[config.mk]
export PLATFORM = sky130hd
export DESIGN_NAME = ram_port_arbiter
export DESIGN_NICKNAME = d
export VERILOG_FILES = /design/src/rtl/ram_port_arbiter.sv
export SDC_FILE = /design/constraint.sdc
export NUM_CORES = 1
export LEC_CHECK = 0
export BUFFER_PORTS_ARGS = -buffer_cell sky130_fd_sc_hd__buf_2
export CAP_MARGIN = 20
export CELL_PAD_IN_SITES_DETAIL_PLACEMENT = 2
export CELL_PAD_IN_SITES_GLOBAL_PLACEMENT = 2
export CORE_ASPECT_RATIO = 1.5
export CORE_MARGIN = 8
export CORE_UTILIZATION = 23
export CTS_CLUSTER_DIAMETER = 50
export DETAILED_ROUTE_END_ITERATION = 16
export GPL_TIMING_DRIVEN = 0
export PLACE_DENSITY_LB_ADDON = 0.1
export SLEW_MARGIN = 20
export SYNTH_ARGS = -nofsm -noshare
export SYNTH_HDL_FRONTEND = slang
export SYNTH_SLANG_ARGS = --single-unit
[constraint.sdc]
create_clock -name clk -period 3.1 [get_ports clk]
set_input_delay 0.62 -clock clk [delete_from_list [all_inputs] [get_ports clk]]
set_output_delay 0.62 -clock clk [all_outputs]
set_load 0.03 [all_outputs]
[src/rtl/ram_port_arbiter.sv]
// rtl/ram_port_arbiter.sv - N-channel RAM port arbiter with capped priority channel, round-robin and watchdog
module ram_port_arbiter #(
    parameter int NCH      = 4,
    parameter int AW       = 22,
    parameter int DW       = 32,
    parameter int PRIO_CH  = 0,
    parameter int MAXBURST = 4,
    parameter int TIMEOUT  = 1023
) (
    input  logic              clk,
    input  logic              reset_n,
    input  logic [NCH-1:0]    ch_req,
    input  logic [NCH-1:0]    ch_write,
    input  logic [NCH*AW-1:0] ch_addr,
    input  logic [NCH*DW-1:0] ch_wdata,
    output logic [NCH-1:0]    ch_ready,
    output logic [NCH-1:0]    ch_done,
    output logic [NCH-1:0]    ch_err,
    output logic [DW-1:0]     ch_rdata,
    output logic [NCH-1:0]    ch_grant,
    output logic              mem_req,
    output logic              mem_write,
    output logic [AW-1:0]     mem_addr,
    output logic [DW-1:0]     mem_wdata,
    input  logic              mem_ready,
    input  logic              mem_done,
    input  logic [DW-1:0]     mem_rdata,
    output logic              busy
);
    localparam int IW  = (NCH > 1) ? $clog2(NCH) : 1;
    localparam int WDW = (TIMEOUT > 0) ? $clog2(TIMEOUT + 1) : 1;

    typedef enum logic [1:0] {S_IDLE, S_ISSUE, S_WAIT_DONE, S_RELEASE} state_t;

    state_t         r_state, w_state_nxt;
    logic [IW-1:0]  r_owner, r_rr_last, w_rr_idx, w_win;
    logic [3:0]     r_prio_run;
    logic [WDW-1:0] r_wd;
    logic           w_rr_found, w_prio_ok, w_any, w_wd_hit;
    logic           w_ready_p, w_done_p, w_err_p;
    logic [NCH-1:0] w_owner_oh, w_win_oh;
    logic [AW-1:0]  w_sel_addr;
    logic [DW-1:0]  w_sel_wdata;
    logic           w_sel_write;

    // Round-robin scan starts just after the last non-priority winner.
    always_comb begin : rr_scan
        int            idx;
        logic [IW-1:0] cand;
        idx        = 0;
        cand       = '0;
        w_rr_found = 1'b0;
        w_rr_idx   = '0;
        for (int k = 1; k <= NCH; k++) begin
            idx = int'(r_rr_last) + k;
            if (idx >= NCH) idx = idx - NCH;
            cand = IW'(idx);
            if (!w_rr_found && idx != PRIO_CH && ch_req[cand]) begin
                w_rr_found = 1'b1;
                w_rr_idx   = cand;
            end
        end
    end

    assign w_any      = |ch_req;
    assign w_prio_ok  = ch_req[PRIO_CH] && ((r_prio_run < 4'(MAXBURST)) || !w_rr_found);
    assign w_win      = w_prio_ok ? IW'(PRIO_CH) : w_rr_idx;
    assign w_win_oh   = NCH'(1) << w_win;
    assign w_owner_oh = NCH'(1) << r_owner;

    always_comb begin
        w_sel_addr  = '0;
        w_sel_wdata = '0;
        w_sel_write = 1'b0;
        for (int i = 0; i < NCH; i++) begin
            if (w_win == IW'(i)) begin
                w_sel_addr  = ch_addr[i*AW +: AW];
                w_sel_wdata = ch_wdata[i*DW +: DW];
                w_sel_write = ch_write[i];
            end
        end
    end

    generate
        if (TIMEOUT > 0) begin : g_wd
            assign w_wd_hit = (r_wd == WDW'(TIMEOUT - 1));
        end else begin : g_no_wd
            assign w_wd_hit = 1'b0;
        end
    endgenerate

    always_ff @(posedge clk or negedge reset_n) begin
        if (!reset_n) r_state <= S_IDLE;
        else          r_state <= w_state_nxt;
    end

    always_comb begin
        w_state_nxt = r_state;
        case (r_state)
            S_IDLE:      if (w_any) w_state_nxt = S_ISSUE;
            S_ISSUE:     if (mem_ready) w_state_nxt = mem_done ? S_RELEASE : S_WAIT_DONE;
                         else if (w_wd_hit) w_state_nxt = S_RELEASE;
            S_WAIT_DONE: if (mem_done || w_wd_hit) w_state_nxt = S_RELEASE;
            S_RELEASE:   if (!ch_req[r_owner]) w_state_nxt = S_IDLE;
            default:     w_state_nxt = S_IDLE;
        endcase
    end

    // Completion takes precedence over a watchdog expiry on the same edge.
    always_comb begin
        w_ready_p = 1'b0;
        w_done_p  = 1'b0;
        w_err_p   = 1'b0;
        case (r_state)
            S_ISSUE: begin
                if (mem_ready) begin
                    w_ready_p = 1'b1;
                    w_done_p  = mem_done;
                end else if (w_wd_hit) begin
                    w_err_p = 1'b1;
                end
            end
            S_WAIT_DONE: begin
                if (mem_done)      w_done_p = 1'b1;
                else if (w_wd_hit) w_err_p  = 1'b1;
            end
            default: ;
        endcase
    end

    always_ff @(posedge clk or negedge reset_n) begin
        if (!reset_n) begin
            ch_ready   <= '0;
            ch_done    <= '0;
            ch_err     <= '0;
            ch_rdata   <= '0;
            ch_grant   <= '0;
            mem_req    <= 1'b0;
            mem_write  <= 1'b0;
            mem_addr   <= '0;
            mem_wdata  <= '0;
            busy       <= 1'b0;
            r_owner    <= '0;
            r_rr_last  <= IW'(NCH - 1);
            r_prio_run <= '0;
            r_wd       <= '0;
        end else begin
            ch_ready <= w_ready_p ? w_owner_oh : '0;
            ch_done  <= w_done_p  ? w_owner_oh : '0;
            ch_err   <= w_err_p   ? w_owner_oh : '0;
            busy     <= (w_state_nxt != S_IDLE);
            if (w_done_p) ch_rdata <= mem_rdata;
            case (r_state)
                S_IDLE: begin
                    if (w_any) begin
                        r_owner   <= w_win;
                        ch_grant  <= w_win_oh;
                        mem_req   <= 1'b1;
                        mem_addr  <= w_sel_addr;
                        mem_wdata <= w_sel_wdata;
                        mem_write <= w_sel_write;
                        r_wd      <= '0;
                        if (w_prio_ok) begin
                            if (r_prio_run != 4'(MAXBURST)) r_prio_run <= r_prio_run + 4'd1;
                        end else begin
                            r_prio_run <= '0;
                            r_rr_last  <= w_win;
                        end
                    end
                end
                S_ISSUE, S_WAIT_DONE: begin
                    r_wd <= r_wd + 1'b1;
                    if (w_ready_p || w_err_p) mem_req <= 1'b0;
                end
                S_RELEASE: begin
                    if (!ch_req[r_owner]) ch_grant <= '0;
                end
                default: ;
            endcase
        end
    end
endmodule

==> results of run 1 <==
==> cell families after synthesis <==
logic type,after synthesis,synth area share (%)
XOR/XNOR,7,0.878
adder cells (fa/ha/maj),12,2.15
AO/OA/AOI/OAI,153,16.7
multiplexers,94,14.5
buffers and inverters,61,5.40
flip-flops,125,44.8
AND/OR/NAND/NOR,259,15.6
==> worst max-delay path: cells and delay by family (launching register included) <==
| family | cells | cell delay, ns |
|---|---|---|
| compound gates | 4 | 1.06 |
| buf+inv | 4 | 0.61 |
| flops | 1 | 0.58 |
| mux | 1 | 0.33 |
| fa+ha+maj | 1 | 0.30 |
| simple gates | 2 | 0.09 |
==> layout make-up <==
| cell class | instances | area [sq um] |
|---|---|---|
| sequential | 125 | 3130 |
| clock buffer | 20 | 457 |
| timing repair buffer | 391 | 2120 |
| inverter | 10 | 41.3 |
| antenna | 3 | 7.51 |
| multi-input combinational | 525 | 3830 |
| buffer | 49 | 425 |
| clock inverter | 12 | 161 |
| fill | 3488 | 19400 |
| tap | 400 | 500 |
==> worst max path at each step <==
stage / from / end / slack, ns / cells after the start
after CTS: r_rr_last[0] / mem_write / 0.009 / 12
after global routing: r_rr_last[0] / mem_addr[12] / -0.07 / 12
after floorplan: r_rr_last[0] / mem_wdata[11] / 0.07 / 12
after detailed placement: r_rr_last[0] / mem_addr[13] / -0.59 / 11
final: r_rr_last[0] / mem_addr[12] / 0.04 / 12
after global placement: reset_n / mem_addr[11] / -0.66 / 1
==> per-stage QoR <==
step	util [%]	hold WS, ns
CTS	34.1	0.0779
global route	35.5	0.0934
detailed placement	31.1	0.472
global placement	30.9	0.464
floorplan	-	0.324
finish	35.5	0.0791
==> state kept, by name (all words and copies together) (netlist names), 2 cells and up <==
signal,flops
r_owner,2
ch_done,4
mem_wdata,32
r_rr_last,2
r_state,2
r_prio_run,4
r_wd,10
ch_grant,4
mem_addr,22
ch_err,4
ch_rdata,32
ch_ready,4
==> power groups by stage <==
stage / combinational (W) / sequential (W) / clock (W)
after detailed placement: 0.00865 / 0.00281 / 0
after CTS: 0.00929 / 0.00278 / 0.00220
final: 0.00991 / 0.00277 / 0.00214
after floorplan: 0.00467 / 0.00399 / 0
after global routing: 0.0107 / 0.00288 / 0.00226
after global placement: 0.00854 / 0.00277 / 0
==> layout by cell type (no fill, tap or decap), types with 19 or more instances in the layout <==
| cell | n |
|---|---|
| buf_4 | 24 |
| mux2_2 | 33 |
| clkbuf_16 | 19 |
| dfrtp_1 | 123 |
| a31oi_1 | 38 |
| nand2_1 | 135 |
| buf_2 | 364 |
| nor2_1 | 77 |
| mux2i_1 | 42 |
| a31o_1 | 39 |
==> layer usage <==
| metal | global-route usage, % | wire length (um) | part of all wire (%) |
|---|---|---|---|
| met4 | 5.56 | 521 | 1.6 |
| met5 | 0 | 62 | 0.19 |
| met1 | 18.5 | 12000 | 36 |
| met3 | 5.86 | 2370 | 7.1 |
| met2 | 34.0 | 18200 | 55 |
==> repair_timing <==
action,4_1_cts,5_1_grt
pin swaps,6,9
gates resized for setup,45,56
gates cloned,1,2
buffers inserted,14,10
setup endpoints to repair,63,61
==> results.yml, run 1 <==
synth:
  syn-cell-area_sq_um: 6980
  synth_seq_area_share_pct: 44.8
  synth_cells: 711
  synthArstFlopShare_pct: 100
  synth_ff_type: "dfrtp_1"
  synth_common_cells: "nand2_1 (135), dfrtp_1 (123), nor2_1 (79)"
  synth_top_area_cell: "dfrtp_1"
  synth_edf_count: 0
  syn-num-nets: 983
  synthTopCellsByArea: "dfrtp_1 (44%), mux2i_1 (8.2%), nand2_1 (7.3%)"
  synth-seq-cells: 125
  synth_top_area_share_pct: 44.1
  yosysWarningCount: 0
  syn_area_per_cell_sq_um: 9.82
  synth.most_common_cell: "nand2_1"
  synth.distinct_cells: 54
drt:
  drt_first_pass_iters: 4
  route.detailed.drc: 0
  ant_nets: 0
  drtIter0Drc: 143
  via_count: 7162
  wl_um: 33100
  viasPerCell: 4.67
  wl_per_cell_um: 21.6
timing:
  worst_slew_pin_slew_ns: 0.855
  setup-tns-final_ns: 0
  finalHoldViolations: 0
  clock.fmax_mhz: 327
  slew_violations: 0
  period_share_pct: 98.6
  relSlewSlack_pct: 42.5
  fin_worst_skew_ns: 0.0126
  fin_ws_ns: 0.0420
  final.min_clock_period_ns: 3.06
  setup_violations: 0
  rsz0062_at_grt: "yes"
cells_and_area:
  area_delta_synth_final_pct: 53.0
  fin_cells: 1535
  fin_area_sq_um: 10700
  layout-drive-gt1-share_pct: 49.8
  fin_nets: 1391
critical_path:
  critPathCaptureType: "flip-flop"
  start_kind: "flip-flop"
  rr_endpoint: "mem_addr[12]"
  cpMaxStageDelayCell: "dfstp_2"
  cp.required_ns: 3.46
  path_max_fanout: 10
  rr_worst_depth: 12
  cp_cell_sequence: "clkinvlp_4, ha_4, mux2_4, o22ai_4, nor2_4, a41o_4, a2111oi_4, buf_4, nor2_4, buf_12, buf_12, a31oi_1"
  rrSetupSlack_ns: 0.04
  timing.rr.start: "r_rr_last[0]"
  arrival_ns: 3.42
  critPathMaxStageDelay_ns: 0.58
  critical_path_class: "reg2reg"
placed_design:
  io_buffers: 364
  placed_cell_area_sq_um: 9340
  hpwl_um: 26000
  dpl.cell_count: 1476
  gp_congestion: 0.728
  preCtsSetupSlack_ns: -0.587
floorplan:
  core_area_sq_um: 30100
  ioPinCount: 365
  dieArea_sq_um: 36300
  start_util_pct: 23.2
  dieHeight_um: 229
  die_w_um: 158
  row_count: 78
grt:
  antenna_found_initial: 8
  grt_pass1_vias: 8151
  grt_pass1_wl_um: 49300
  grtUsageTotal_pct: 18.2
  overflow: 0
  grt_start_max_net_pins: 83
power:
  finalPower_w: 0.0148
  p_clk_share_pct: 14.4
  p_sw_w: 0.00704
  swShare_pct: 47.5
  leakage_nw: 5.08
  power_frac_seq_pct: 18.7
  intPower_w: 0.00778
  power_density_nw_per_um2: 1390
  combPwrFrac_pct: 66.9
  peakVddDrop_uv: 701
cts:
  cts_tree: "done"
  cts_hold_buf: 0
  h-tree-depth: 4
  numCtsBuffers: 17
  clock_path_buffers: 2
  clock_sinks: 125
  root_buffer: "clkbuf_16"
  clk_latency_ns: 0.44
  path_clk_slew_ns: 0.06
worst_hold_path:
  hp-class: "in2async"
job:
  drv_cap: 0
status:
  outcome: "finished clean"
Note: power is estimated with default switching activity, not from simulation.
==> run 2, diff against run 1 <==
- ABC_AREA: default -> 1
- CORE_UTILIZATION: 23 -> 22
- SETUP_SLACK_MARGIN: default -> 0.2
==> results.yml, run 2 <==
status:
  outcome: "finished clean"
synth:
  synthArstFlopShare_pct: 100
  synth.most_common_cell: "nand2_1"
  synth-seq-cells: 125
  synth_ff_type: "dfrtp_1"
  synth_top_area_cell: "dfrtp_1"
  yosys.area_share.simple_pct: 28.9
  synthTopCellsByArea: "dfrtp_1 (44%), nand2_1 (13%), nand3_1 (8.6%)"
  synth_compound_area_share_pct: 10.4
  synth_cells: 929
  syn-num-nets: 1201
  synth_xor_area_share_pct: 0.248
  synth.distinct_cells: 38
  synth_seq_area_share_pct: 44.3
  synthMuxAreaShare_pct: 5.09
  syn-cell-area_sq_um: 7070
  synth_common_cells: "nand2_1 (253), dfrtp_1 (123), nand3_1 (121)"
  synth_top_area_share_pct: 43.5
  synth_top_family_by_area: "simple AND/OR/NAND/NOR gates"
  synthAdderAreaFrac_pct: 2.12
  yosysWarningCount: 0
  syn_area_per_cell_sq_um: 7.61
  synth_edf_count: 0
cells_and_area:
  layout-drive-gt1-share_pct: 39.0
  fin_nets: 1607
  mostFrequentLayoutCells: "buf_2 (374), nand2_1 (248), dfrtp_1 (123)"
  reg_top3: "ch_rdata x32, mem_wdata x32, mem_addr x22"
  utilization_pct: 33.6
  area_delta_synth_final_pct: 50.6
  final_common_cell: "buf_2"
timing:
  whs_ns: 0.110
  relSlewSlack_pct: 54.4
  worst_slew_pin_slew_ns: 0.666
  setup-tns-final_ns: 0
  finalHoldViolations: 0
  setup_violations: 0
  slew_violations: 0
  period_share_pct: 89.4
  fin_ws_ns: 0.327
  fin_worst_skew_ns: 0.0123
  clock.fmax_mhz: 361
  rsz0062_at_grt: "yes"
  final.min_clock_period_ns: 2.77
floorplan:
  dieHeight_um: 236
  core_area_sq_um: 31700
  row_count: 80
  dieArea_sq_um: 38300
  ioPinCount: 365
  die_w_um: 162
  start_util_pct: 22.3
power:
  power_density_nw_per_um2: 1410
  power_frac_seq_pct: 18.1
  peakVddDrop_uv: 392
  swShare_pct: 53.3
  intPower_w: 0.00702
  p_clk_share_pct: 13.6
  combPwrFrac_pct: 68.3
  leakage_nw: 5.88
  p_sw_w: 0.00801
  finalPower_w: 0.0150
placed_design:
  hpwl_um: 29000
  gp_congestion: 0.753
  io_buffers: 364
  preCtsSetupSlack_ns: -0.614
cts:
  root_buffer: "clkbuf_16"
  path_clk_slew_ns: 0.06
  numCtsBuffers: 17
  h-tree-depth: 4
  clock_path_buffers: 2
  clk_latency_ns: 0.44
  cts_hold_buf: 0
  cts_tree: "done"
  clock_sinks: 125
grt:
  grtUsageTotal_pct: 19.2
  busiest_layer: "met2"
  use_met2_pct: 35.4
  grt_start_max_net_pins: 74
  overflow: 0
  grt_pass1_wl_um: 55900
  antenna_found_initial: 17
  grt_pass1_vias: 9571
  met1_usage_pct: 19.6
  grtUsageMet3_pct: 6.51
drt:
  ant_nets: 0
  route.detailed.drc: 0
  via_count: 8150
  wl_um: 36300
  drtIter0Drc: 183
  wl_per_cell_um: 20.5
  drt_first_pass_iters: 4
  viasPerCell: 4.61
critical_path:
  arrival_ns: 3.10
  timing.rr.start: "r_rr_last[1]"
  start_kind: "flip-flop"
  crit_start: "r_rr_last[1]"
  critPathCaptureType: "flip-flop"
  path_max_fanout: 8
  cp.required_ns: 3.43
  critical_path_class: "reg2reg"
job:
  drv_cap: 0
worst_hold_path:
  hp-class: "in2async"
==> run 2: changes by cell type after synthesis, moves of 16 or more <==
cell     previous run  this run
nand4_1             3        33
o21ai_1             0        55
a31oi_1            56         2
inv_1              10       105
a31o_2             16         0
mux2i_1            57         0
nor2_1             79        35
nand3_1             6       121
o21ai_0            13        57
nand2_1           135       253
a31o_1             40         0
==> run 2: path summary, 6_finish.rpt <==
check                                end  slack, ns  cells past startpoint
max                            mem_write       0.33                     16
min                        r_prio_run[3]       0.11                      1
max reg2reg                    mem_write       0.33                     16
min reg2reg                mem_wdata[18]       0.48                      2
max in group asynchronous  mem_wdata[22]       2.25                      2
min in group clk             ch_rdata[0]       0.41                      2
==> run 2: power by group through the flow <==
stage | Clock [W] | Sequential [W] | Combinational, W
floorplan | 0 | 0.00391 | 0.00461
global placement | 0 | 0.00272 | 0.00893
detailed placement | 0 | 0.00276 | 0.00909
CTS | 0.00212 | 0.00273 | 0.0101
global route | 0.00218 | 0.00281 | 0.0114
finish | 0.00204 | 0.00272 | 0.0103
==> run 2: what timing repair did <==
item                                    CTS  global route
endpoints found under the setup margin   63            61
cloned                                    2             0
pin swaps                                12            21
buffers inserted                         15             5
gates resized for setup                  65            51
==> run 2: critical path, stage by stage (launching register included) <==
cell	delay, ns
dfstp_2	0.55
clkinvlp_4	0.11
ha_4	0.32
inv_4	0.05
nand3_4	0.08
nand2_4	0.08
a21oi_4	0.17
nand4_4	0.13
a21oi_4	0.28
nand2_8	0.14
clkinv_8	0.09
nand2_8	0.09
bufbuf_16	0.29
o21ai_1	0.11
inv_1	0.05
nand2_1	0.06
nand2_1	0.05
==> run 2: cell families after synthesis <==
| family | count (synthesis) |
|---|---|
| AND/OR/NAND/NOR | 460 |
| buffers and inverters | 160 |
| AO/OA/AOI/OAI | 138 |
| flip-flops | 125 |
| multiplexers | 32 |
| adder cells (fa/ha/maj) | 12 |
| XOR/XNOR | 2 |
==> run 2: layer usage <==
metal / wire length, um / up-vias
met1: 13600 / 3951
met2: 19300 / 246
met4: 863 / 14
li1: - / 3883
met5: 94 / -
met3: 2420 / 56
==> run 2: area by class of cell <==
| cell class | instances | area [sq um] |
|---|---|---|
| Timing Repair inverter | 1 | 6.26 |
| Timing Repair Buffer | 386 | 2070 |
| Buffer | 51 | 378 |
| Clock buffer | 18 | 439 |
| Fill cell | 3858 | 21100 |
| Antenna cell | 9 | 22.5 |
| Multi-Input combinational cell | 644 | 3510 |
| Clock inverter | 14 | 148 |
| Inverter | 109 | 435 |
| Tap cell | 410 | 513 |
| Sequential cell | 125 | 3130 |
==> run 2: per-stage QoR <==
step,area [sq um],std cells
2_1_floorplan,7070,929
3_3_place_gp,9410,1703
3_5_place_dp,9450,1704
4_1_cts,10400,1753
5_1_grt,10600,1763
6_report,10700,1767
